[src/rtl/vtdl_pkg.sv]
// Shared defaults and sizing helpers for the vtdl delay line and the FIFO built on it.
package vtdl_pkg;

    localparam int unsigned DEF_WID = 8;
    localparam int unsigned DEF_DEP = 16;

    // Occupancy counter width; the extra bits cover DEP itself plus the optional output stage.
    function automatic int unsigned cnt_width(input int unsigned dep);
        return $clog2(dep) + 2;
    endfunction

endpackage

[src/rtl/vtdl.sv]
// Variable tap delay line: shifts d in at tap 0 on ce, q presents the word at tap a.
module vtdl
    import vtdl_pkg::*;
#(
    parameter int unsigned WID = DEF_WID,
    parameter int unsigned DEP = DEF_DEP
) (
    input  logic                     clk,
    input  logic                     ce,
    input  logic [WID-1:0]           d,
    input  logic [$clog2(DEP)-1:0]   a,
    output logic [WID-1:0]           q
);

    logic [DEP-1:0][WID-1:0] sr_q;

    // Storage only, no reset: validity is tracked by the owner.
    always_ff @(posedge clk) begin
        if (ce) begin
            sr_q <= {sr_q[DEP-2:0], d};
        end
    end

    assign q = sr_q[a];

endmodule

[src/rtl/vtdl_fifo.sv]
// Synchronous FIFO on a vtdl delay line; the oldest stored word sits at tap scnt-1.
// Defining VTDL_FIFO_OREG_EN adds a registered output stage (capacity DEP+1).
module vtdl_fifo
    import vtdl_pkg::*;
#(
    parameter int unsigned WID   = DEF_WID,
    parameter int unsigned DEP   = DEF_DEP,
    parameter int unsigned AFULL = DEP - 2
) (
    input  logic                      clk,
    input  logic                      rst_n,
    input  logic                      flush,
    input  logic                      wr_valid,
    output logic                      wr_ready,
    input  logic [WID-1:0]            wr_data,
    output logic                      rd_valid,
    input  logic                      rd_ready,
    output logic [WID-1:0]            rd_data,
    output logic [cnt_width(DEP)-1:0] count,
    output logic                      full,
    output logic                      empty,
    output logic                      almost_full
);

    localparam int unsigned AW = $clog2(DEP);
    localparam int unsigned SW = AW + 1;
    localparam int unsigned CW = cnt_width(DEP);

    logic [SW-1:0]  scnt_q, scnt_d;
    logic           push, pop, spop;
    logic [AW-1:0]  tap;
    logic [WID-1:0] tap_q;

    assign wr_ready = (scnt_q != SW'(DEP)) & ~flush;
    assign push     = wr_valid & wr_ready;
    assign pop      = rd_valid & rd_ready;
    assign tap      = scnt_q[AW-1:0] - AW'(1);

    vtdl #(
        .WID (WID),
        .DEP (DEP)
    ) u_vtdl (
        .clk (clk),
        .ce  (push),
        .d   (wr_data),
        .a   (tap),
        .q   (tap_q)
    );

`ifdef VTDL_FIFO_OREG_EN
    logic           ovalid_q, ovalid_d;
    logic [WID-1:0] oreg_q, oreg_d;

    // Refill the output stage whenever it is empty or being drained this cycle.
    assign spop = (scnt_q != '0) & (~ovalid_q | pop);

    always_comb begin
        ovalid_d = ovalid_q;
        oreg_d   = oreg_q;
        if (flush) begin
            ovalid_d = 1'b0;
            oreg_d   = '0;
        end else if (spop) begin
            ovalid_d = 1'b1;
            oreg_d   = tap_q;
        end else if (pop) begin
            ovalid_d = 1'b0;
        end
    end

    always_ff @(posedge clk) begin
        if (!rst_n) begin
            ovalid_q <= 1'b0;
            oreg_q   <= '0;
        end else begin
            ovalid_q <= ovalid_d;
            oreg_q   <= oreg_d;
        end
    end

    assign rd_valid = ovalid_q;
    assign rd_data  = oreg_q;
    assign count    = CW'(scnt_q) + CW'(ovalid_q);
`else
    assign spop     = pop;
    assign rd_valid = (scnt_q != '0);
    assign rd_data  = tap_q;
    assign count    = CW'(scnt_q);
`endif

    always_comb begin
        scnt_d = scnt_q;
        if (flush) begin
            scnt_d = '0;
        end else if (push && !spop) begin
            scnt_d = scnt_q + SW'(1);
        end else if (spop && !push) begin
            scnt_d = scnt_q - SW'(1);
        end
    end

    always_ff @(posedge clk) begin
        if (!rst_n) begin
            scnt_q <= '0;
        end else begin
            scnt_q <= scnt_d;
        end
    end

    assign full        = (scnt_q == SW'(DEP));
    assign empty       = (count == '0);
    assign almost_full = (count >= CW'(AFULL));

endmodule
[config.mk]
export PLATFORM = sky130hd
export DESIGN_NAME = vtdl_fifo
export DESIGN_NICKNAME = d
export VERILOG_FILES = /design/src/rtl/vtdl_pkg.sv /design/src/rtl/vtdl.sv /design/src/rtl/vtdl_fifo.sv
export SDC_FILE = /design/constraint.sdc
export NUM_CORES = 1
export LEC_CHECK = 0
export CORE_ASPECT_RATIO = 1.5
export CORE_UTILIZATION = 50
export CTS_CLUSTER_DIAMETER = 100
export DETAILED_ROUTE_END_ITERATION = 8
export GPL_TIMING_DRIVEN = 0
export HOLD_SLACK_MARGIN = 0.08
export MAX_ROUTING_LAYER = met4
export PLACE_DENSITY = 0.7
export SYNTH_ARGS = -nofsm -noshare
export SYNTH_HDL_FRONTEND = slang
export SYNTH_SLANG_ARGS = --single-unit
export TNS_END_PERCENT = 20
[constraint.sdc]
create_clock -name clk -period 7.1 [get_ports clk]
set_clock_uncertainty 0.2 [all_clocks]
set_input_delay 1.42 -clock clk [delete_from_list [all_inputs] [get_ports clk]]
set_output_delay 1.42 -clock clk [all_outputs]
set_load 0.02 [all_outputs]
Word-level counts from Yosys, hierarchy flattened
Index checks and enable logic that the tools add are counted.

Add/subtract/negate cells: 3. Order comparisons: 2. Equal/unequal tests: 2. Mux-type cells: 4. Bitwise gates (word level): 5. Reduce and logical (&&, ||, !) cells: 8.

Operator list (number): binary-select mux 8 bit (select 4 bit) (1); 2-to-1 mux 5 bit (2); 2-to-1 mux 8 bit (1); zero test 6 bit (1); adder 5 x 1 -> 5 bit, second input constant (1); equality test 5 bit, second input constant (1); greater-or-equal comparator 5 x 4 -> 1 bit, second input constant (1); less-than comparator 4 x 5 -> 1 bit, second input constant (1); != test 5 bit, second input constant (1); nonzero test 5 bit (1); subtractor 5 x 1 -> 5 bit, second input constant (1); subtractor 4 x 1 -> 4 bit, second input constant (1); bitwise AND 1 bit (3); logical AND 1 bit (2); zero test 1 bit (2); inverter 1 bit (2); nonzero test 2 bit (1); OR reduction 2 bit (1).

Flip-flop bits (word level): 133. Input bits: 13.

Logic depth before layout (Yosys ltp)
Depth after elaboration: 7. Gate-level depth with buffers: 13. Gate-level depth less buffers: 12.

Cells and area by module
Synthesis repeated with hierarchy kept, for this count alone.

Cell total of the unflattened synthesis: 256. Area, all modules: 5348.9 um2.

Modules (own cells, without submodules): vtdl (instances 1, cells each 198, area each 4877.2 um2); vtdl_fifo (instances 1, cells each 58, area each 471.7 um2).

Least setup slack after synthesis
No wires, ideal clock.

Path type: input -> register. From: input flush. To: register scnt_q[4]. Library setup time: 0.072 ns. Data arrival time: 6.536 ns. Data required time: 6.828 ns. Path slack: 0.293 ns. Cell stages on the path: 9. Path buffers: 0. Path through: nor2_1 > and2_1 > ha_1 > inv_1 > fa_1 > a21o_1 > a21oi_1 > mux2i_1 > mux2i_1.

Word-level cells in the longest chain between the ends: 6. Elaborated cells between the ends (all ways): 9.

Ends and longest elaborated chain: start: declaration (RTL line vtdl_fifo.sv:12) `input logic flush,`; inverter 1 bit * (RTL line vtdl_fifo.sv:34) `assign wr_ready = (scnt_q != SW'(DEP)) & ~flush;`; bitwise AND 1 bit * (RTL line vtdl_fifo.sv:34); bitwise AND 1 bit * (RTL line vtdl_fifo.sv:35) `assign push = wr_valid & wr_ready;`; named net push (RTL line vtdl_fifo.sv:30) `logic push, pop, spop;`; zero test 1 bit (RTL line vtdl_fifo.sv:97) `end else if (spop && !push) begin`; logical AND 1 bit (RTL line vtdl_fifo.sv:97); nonzero test 2 bit (no source line); end signal: assignment (RTL line vtdl_fifo.sv:106) `scnt_q <= scnt_d;`; end: declaration (RTL line vtdl_fifo.sv:29) `logic [SW-1:0] scnt_q, scnt_d;`.

The timed path passes the listed nets; every way through them passes the cells marked *. A chain may end at the register's enable or synchronous reset.

Worst setup path after layout
From: register scnt_q[0]. To: output rd_data[7].

Word-level cells in the longest chain between the ends: 3.

Ends and longest elaborated chain: subtractor 4 x 1 -> 4 bit (RTL line vtdl_fifo.sv:37) `assign tap = scnt_q[AW-1:0] - AW'(1);`; named net tap[0] (RTL line vtdl_fifo.sv:31) `logic [AW-1:0] tap;`; binary-select mux 8 bit (select 4 bit) (RTL line vtdl.sv:24) `assign q = sr_q[a];`; 2-to-1 mux 8 bit (implied by the code) (RTL line vtdl.sv:24); end: declaration (RTL line vtdl_fifo.sv:18) `output logic [WID-1:0] rd_data,`.

The timed path passes the listed nets, and every way through them passes these cells. The select of a mux whose other input is x is not followed.

==> impl_metrics.py <==
metrics = {
    "power": {
        "clockPowerShare_pct": 37.1,
        "leakagePower_nw": 2.335,
        "ir_worst_vdd_mv": 0.2203,
        "switchingPower_uw": 681.9,
        "p_int_mw": 1.756,
        "p_sw_share_pct": 27.97,
        "power_density_nw_per_um2": 374.1,
        "p_comb_share_pct": 23.9,
        "seqPwrFrac_pct": 38.9,
    },
    "yosys": {
        "ys_types": 32,
        "avgSynthCellArea_um2": 16.86,
        "syn_nets": 341,
        "syn_inst": 320,
        "yosysWarnings": 0,
        "ys_ff_latch": 133,
        "ys_seq_area_share_pct": 73.12,
        "synth_area_um2": 5394,
    },
    "global_route": {
        "grt-ovfl-total": 0,
        "grt_max_degree": 67,
        "first_global_vias": 3011,
        "grt_pass1_wl_um": 15760,
        "antenna_found_initial": 0,
        "grt_usage_pct": 20.12,
    },
    "clock_network": {
        "path_clk_slew_ns": 0.06,
        "hold_buffers": 0,
        "cts_resized": 0,
        "cts_tree": "yes",
        "cts_buffers": 17,
        "clock-root-buffer": "clkbuf_16",
        "insertion_delay_ns": 0.41,
        "cts_setup_buffers": 0,
        "h-tree-depth": 4,
        "cts.sinks": 133,
        "clockBufferDepth": 2,
    },
    "timing": {
        "finalHoldViolations": 0,
        "rsz0062_at_grt": "no",
        "period_share_pct": 77.97,
        "post-route-min-period_ns": 5.536,
        "setup_violations": 0,
        "fmax_mhz": 180.6,
        "relSlewSlack_pct": 41.68,
        "maxSlewViolCount": 0,
        "tightest_slew_ns": 0.8749,
        "hold_ws_ns": 0.2462,
    },
    "die": {
        "die_w_um": 86.81,
        "die_h_um": 129.2,
        "rows": 46,
        "core-area_um2": 10530,
        "initial_utilization_pct": 51.21,
        "die_area_um2": 11220,
        "io_pins": 32,
    },
    "detailed_routing": {
        "route.met3.wl_um": 467,
        "ant_nets": 0,
        "drt_iter0_markers": 284,
        "post-route-drc-count": 0,
        "wl_met1_um": 4046,
        "routed-wl-met2_um": 5232,
        "wl_per_cell_um": 18.80,
        "via_per_inst": 5.541,
        "top_layer": "met4",
        "firstDrtPassIters": 4,
        "finalWirelength_um": 9910,
        "via_count": 2920,
    },
    "finish": {
        "fin_util_pct": 61.88,
        "diodes": 0,
        "syn2layout_area_growth_pct": 20.83,
        "drive_gt1_share_pct": 16.45,
        "nNetsFinal": 391,
    },
    "setup_path": {
        "reg2reg_depth": 14,
        "arrival_ns": 3.92,
        "r2r_end": "scnt_q[4]",
        "cp-end-kind": "output port",
        "rr_startpoint": "scnt_q[0]",
        "reg2reg_slack_ns": 2.64,
        "critical_path_class": "flip-flop to output port",
        "crit_fanout": 10,
        "setup.worst_path.start_class": "flip-flop",
        "critPathRequiredTime_ns": 5.48,
    },
    "hold_path": {
        "holdPathStages": 0,
        "hold_start": "u_vtdl.sr_q[86]",
        "hold-path-endpoint": "u_vtdl.sr_q[94]",
        "hold_path_class": "flip-flop to flip-flop",
    },
    "placed_design": {
        "portBuffers": 30,
        "dp_hpwl_um": 6266,
        "gp_congestion": 0.8309,
    },
    "run_status": {
        "outcome": "complete, no violations",
    },
    "flow_run": {
        "maxCapViolations": 0,
    },
}
-- routing by layer --
metal,up-vias,track usage [%]
met5,-,-
met4,0,7.941
met3,13,4.777
met2,106,33.02
met1,1471,23.99
li1,1330,-
-- layout by cell type (no fill, tap or decap), types with 4 or more instances in the layout --
cell	Yosys	routed
clkinv_2	0	4
nor2_1	9	9
edfxtp_1	128	128
clkbuf_16	0	17
a32o_1	8	8
nand3_1	17	17
mux4_2	16	16
ha_1	7	7
mux2i_1	19	19
nand2_1	58	58
dfxtp_1	5	5
clkbuf_1	4	4
clkdlybuf4s50_1	0	30
a221oi_1	8	8
inv_1	4	4
bufinv_16	0	4
buf_2	5	5
-- how the worst max path moves through the flow --
stage,cells past startpoint,startpoint,endpoint
after floorplan,9,flush,scnt_q[4]
after global placement,10,flush,scnt_q[4]
after detailed placement,9,scnt_q[0],rd_data[4]
after CTS,9,scnt_q[0],rd_data[7]
after global routing,9,scnt_q[0],rd_data[7]
final,9,scnt_q[0],rd_data[7]
-- cell families (layout without fill, tap and decap cells) --
family                     count (synthesis)  count (layout)  synth area share [%]
DFF                                      133             133                 73.12
and+or+nand+nor                           94              94                 7.608
muxes                                     35              35                 10.21
AOI/OAI and AO/OA                         23              23                 3.619
buffers and inverters                     20              83                 1.995
adders and majority gates                  8               8                 1.995
xor gates and xnor gates                   6               6                 1.392
other                                      1               1               0.06952
-- final cells by class --
type                       instances  area [µm²]
fill                             738        4015
clock inverter                    15       187.7
buffer                            16       92.59
tap                              144       180.2
timing repair buffer              31       327.8
inverter                           4       15.01
sequential                       133        3944
multi-input combinational        167        1345
clock buffer                      17       425.4
-- cell usage after synthesis --
library cell / instances / area [µm²]
a221oi_1: 8 / 70.07
or4b_2: 1 / 10.01
xor2_2: 2 / 32.53
clkbuf_1: 4 / 15.01
a32o_1: 8 / 80.08
buf_1: 2 / 7.510
o31ai_1: 1 / 7.510
buf_4: 3 / 22.52
nor4bb_1: 1 / 10.01
and2_1: 2 / 12.51
inv_1: 4 / 15.01
nor3_2: 1 / 10.01
mux4_2: 16 / 360.4
fa_1: 1 / 20.02
buf_6: 2 / 22.52
ha_1: 7 / 87.58
a21o_1: 2 / 15.01
dfxtp_1: 5 / 100.1
conb_1: 1 / 3.750
xnor2_1: 1 / 8.760
a21oi_1: 3 / 15.01
xor2_1: 2 / 17.52
xnor2_2: 1 / 16.27
o211ai_1: 1 / 7.510
nand3_1: 17 / 85.08
nor2b_1: 2 / 12.51
edfxtp_1: 128 / 3844
nand2_1: 58 / 217.7
nor2_1: 9 / 33.78
nand2b_1: 3 / 18.77
buf_2: 5 / 25.02
mux2i_1: 19 / 190.2
-- stage by stage --
step	power (mW)	instance area, µm²	TNS [ns]	cells	setup WS, ns
6_report	2.438	6518	0	527	1.564
2_1_floorplan	1.339	5394	0	320	0.2926
3_5_place_dp	1.544	5904	0	495	1.991
3_3_place_gp	1.538	5874	-2.634	494	-0.9129
4_1_cts	2.452	6518	0	527	1.502
5_1_grt	2.526	6518	0	527	1.281
-- worst max-delay path, cell delays in order (launching register included) --
cell and delay, ns:
dfxtp_1 0.54, buf_4 0.32, inv_1 0.13, ha_1 0.33, buf_2 0.21, clkbuf_1 0.32
nor2_1 0.64, nand3_1 0.20, a32o_1 0.28, clkdlybuf4s50_1 0.53
-- sequential cells by signal (all words and copies together), names as in the netlist --
register     cells
u_vtdl.sr_q    128
scnt_q           5
-- power groups by stage --
stage | clock, mW | combinational (mW) | sequential, mW
global placement | 0 | 0.569 | 0.968
CTS | 0.916 | 0.588 | 0.949
global route | 0.946 | 0.625 | 0.955
detailed placement | 0 | 0.580 | 0.964
floorplan | 0 | 0.375 | 0.964
finish | 0.905 | 0.584 | 0.949
Power figures use the tool's default switching activity.
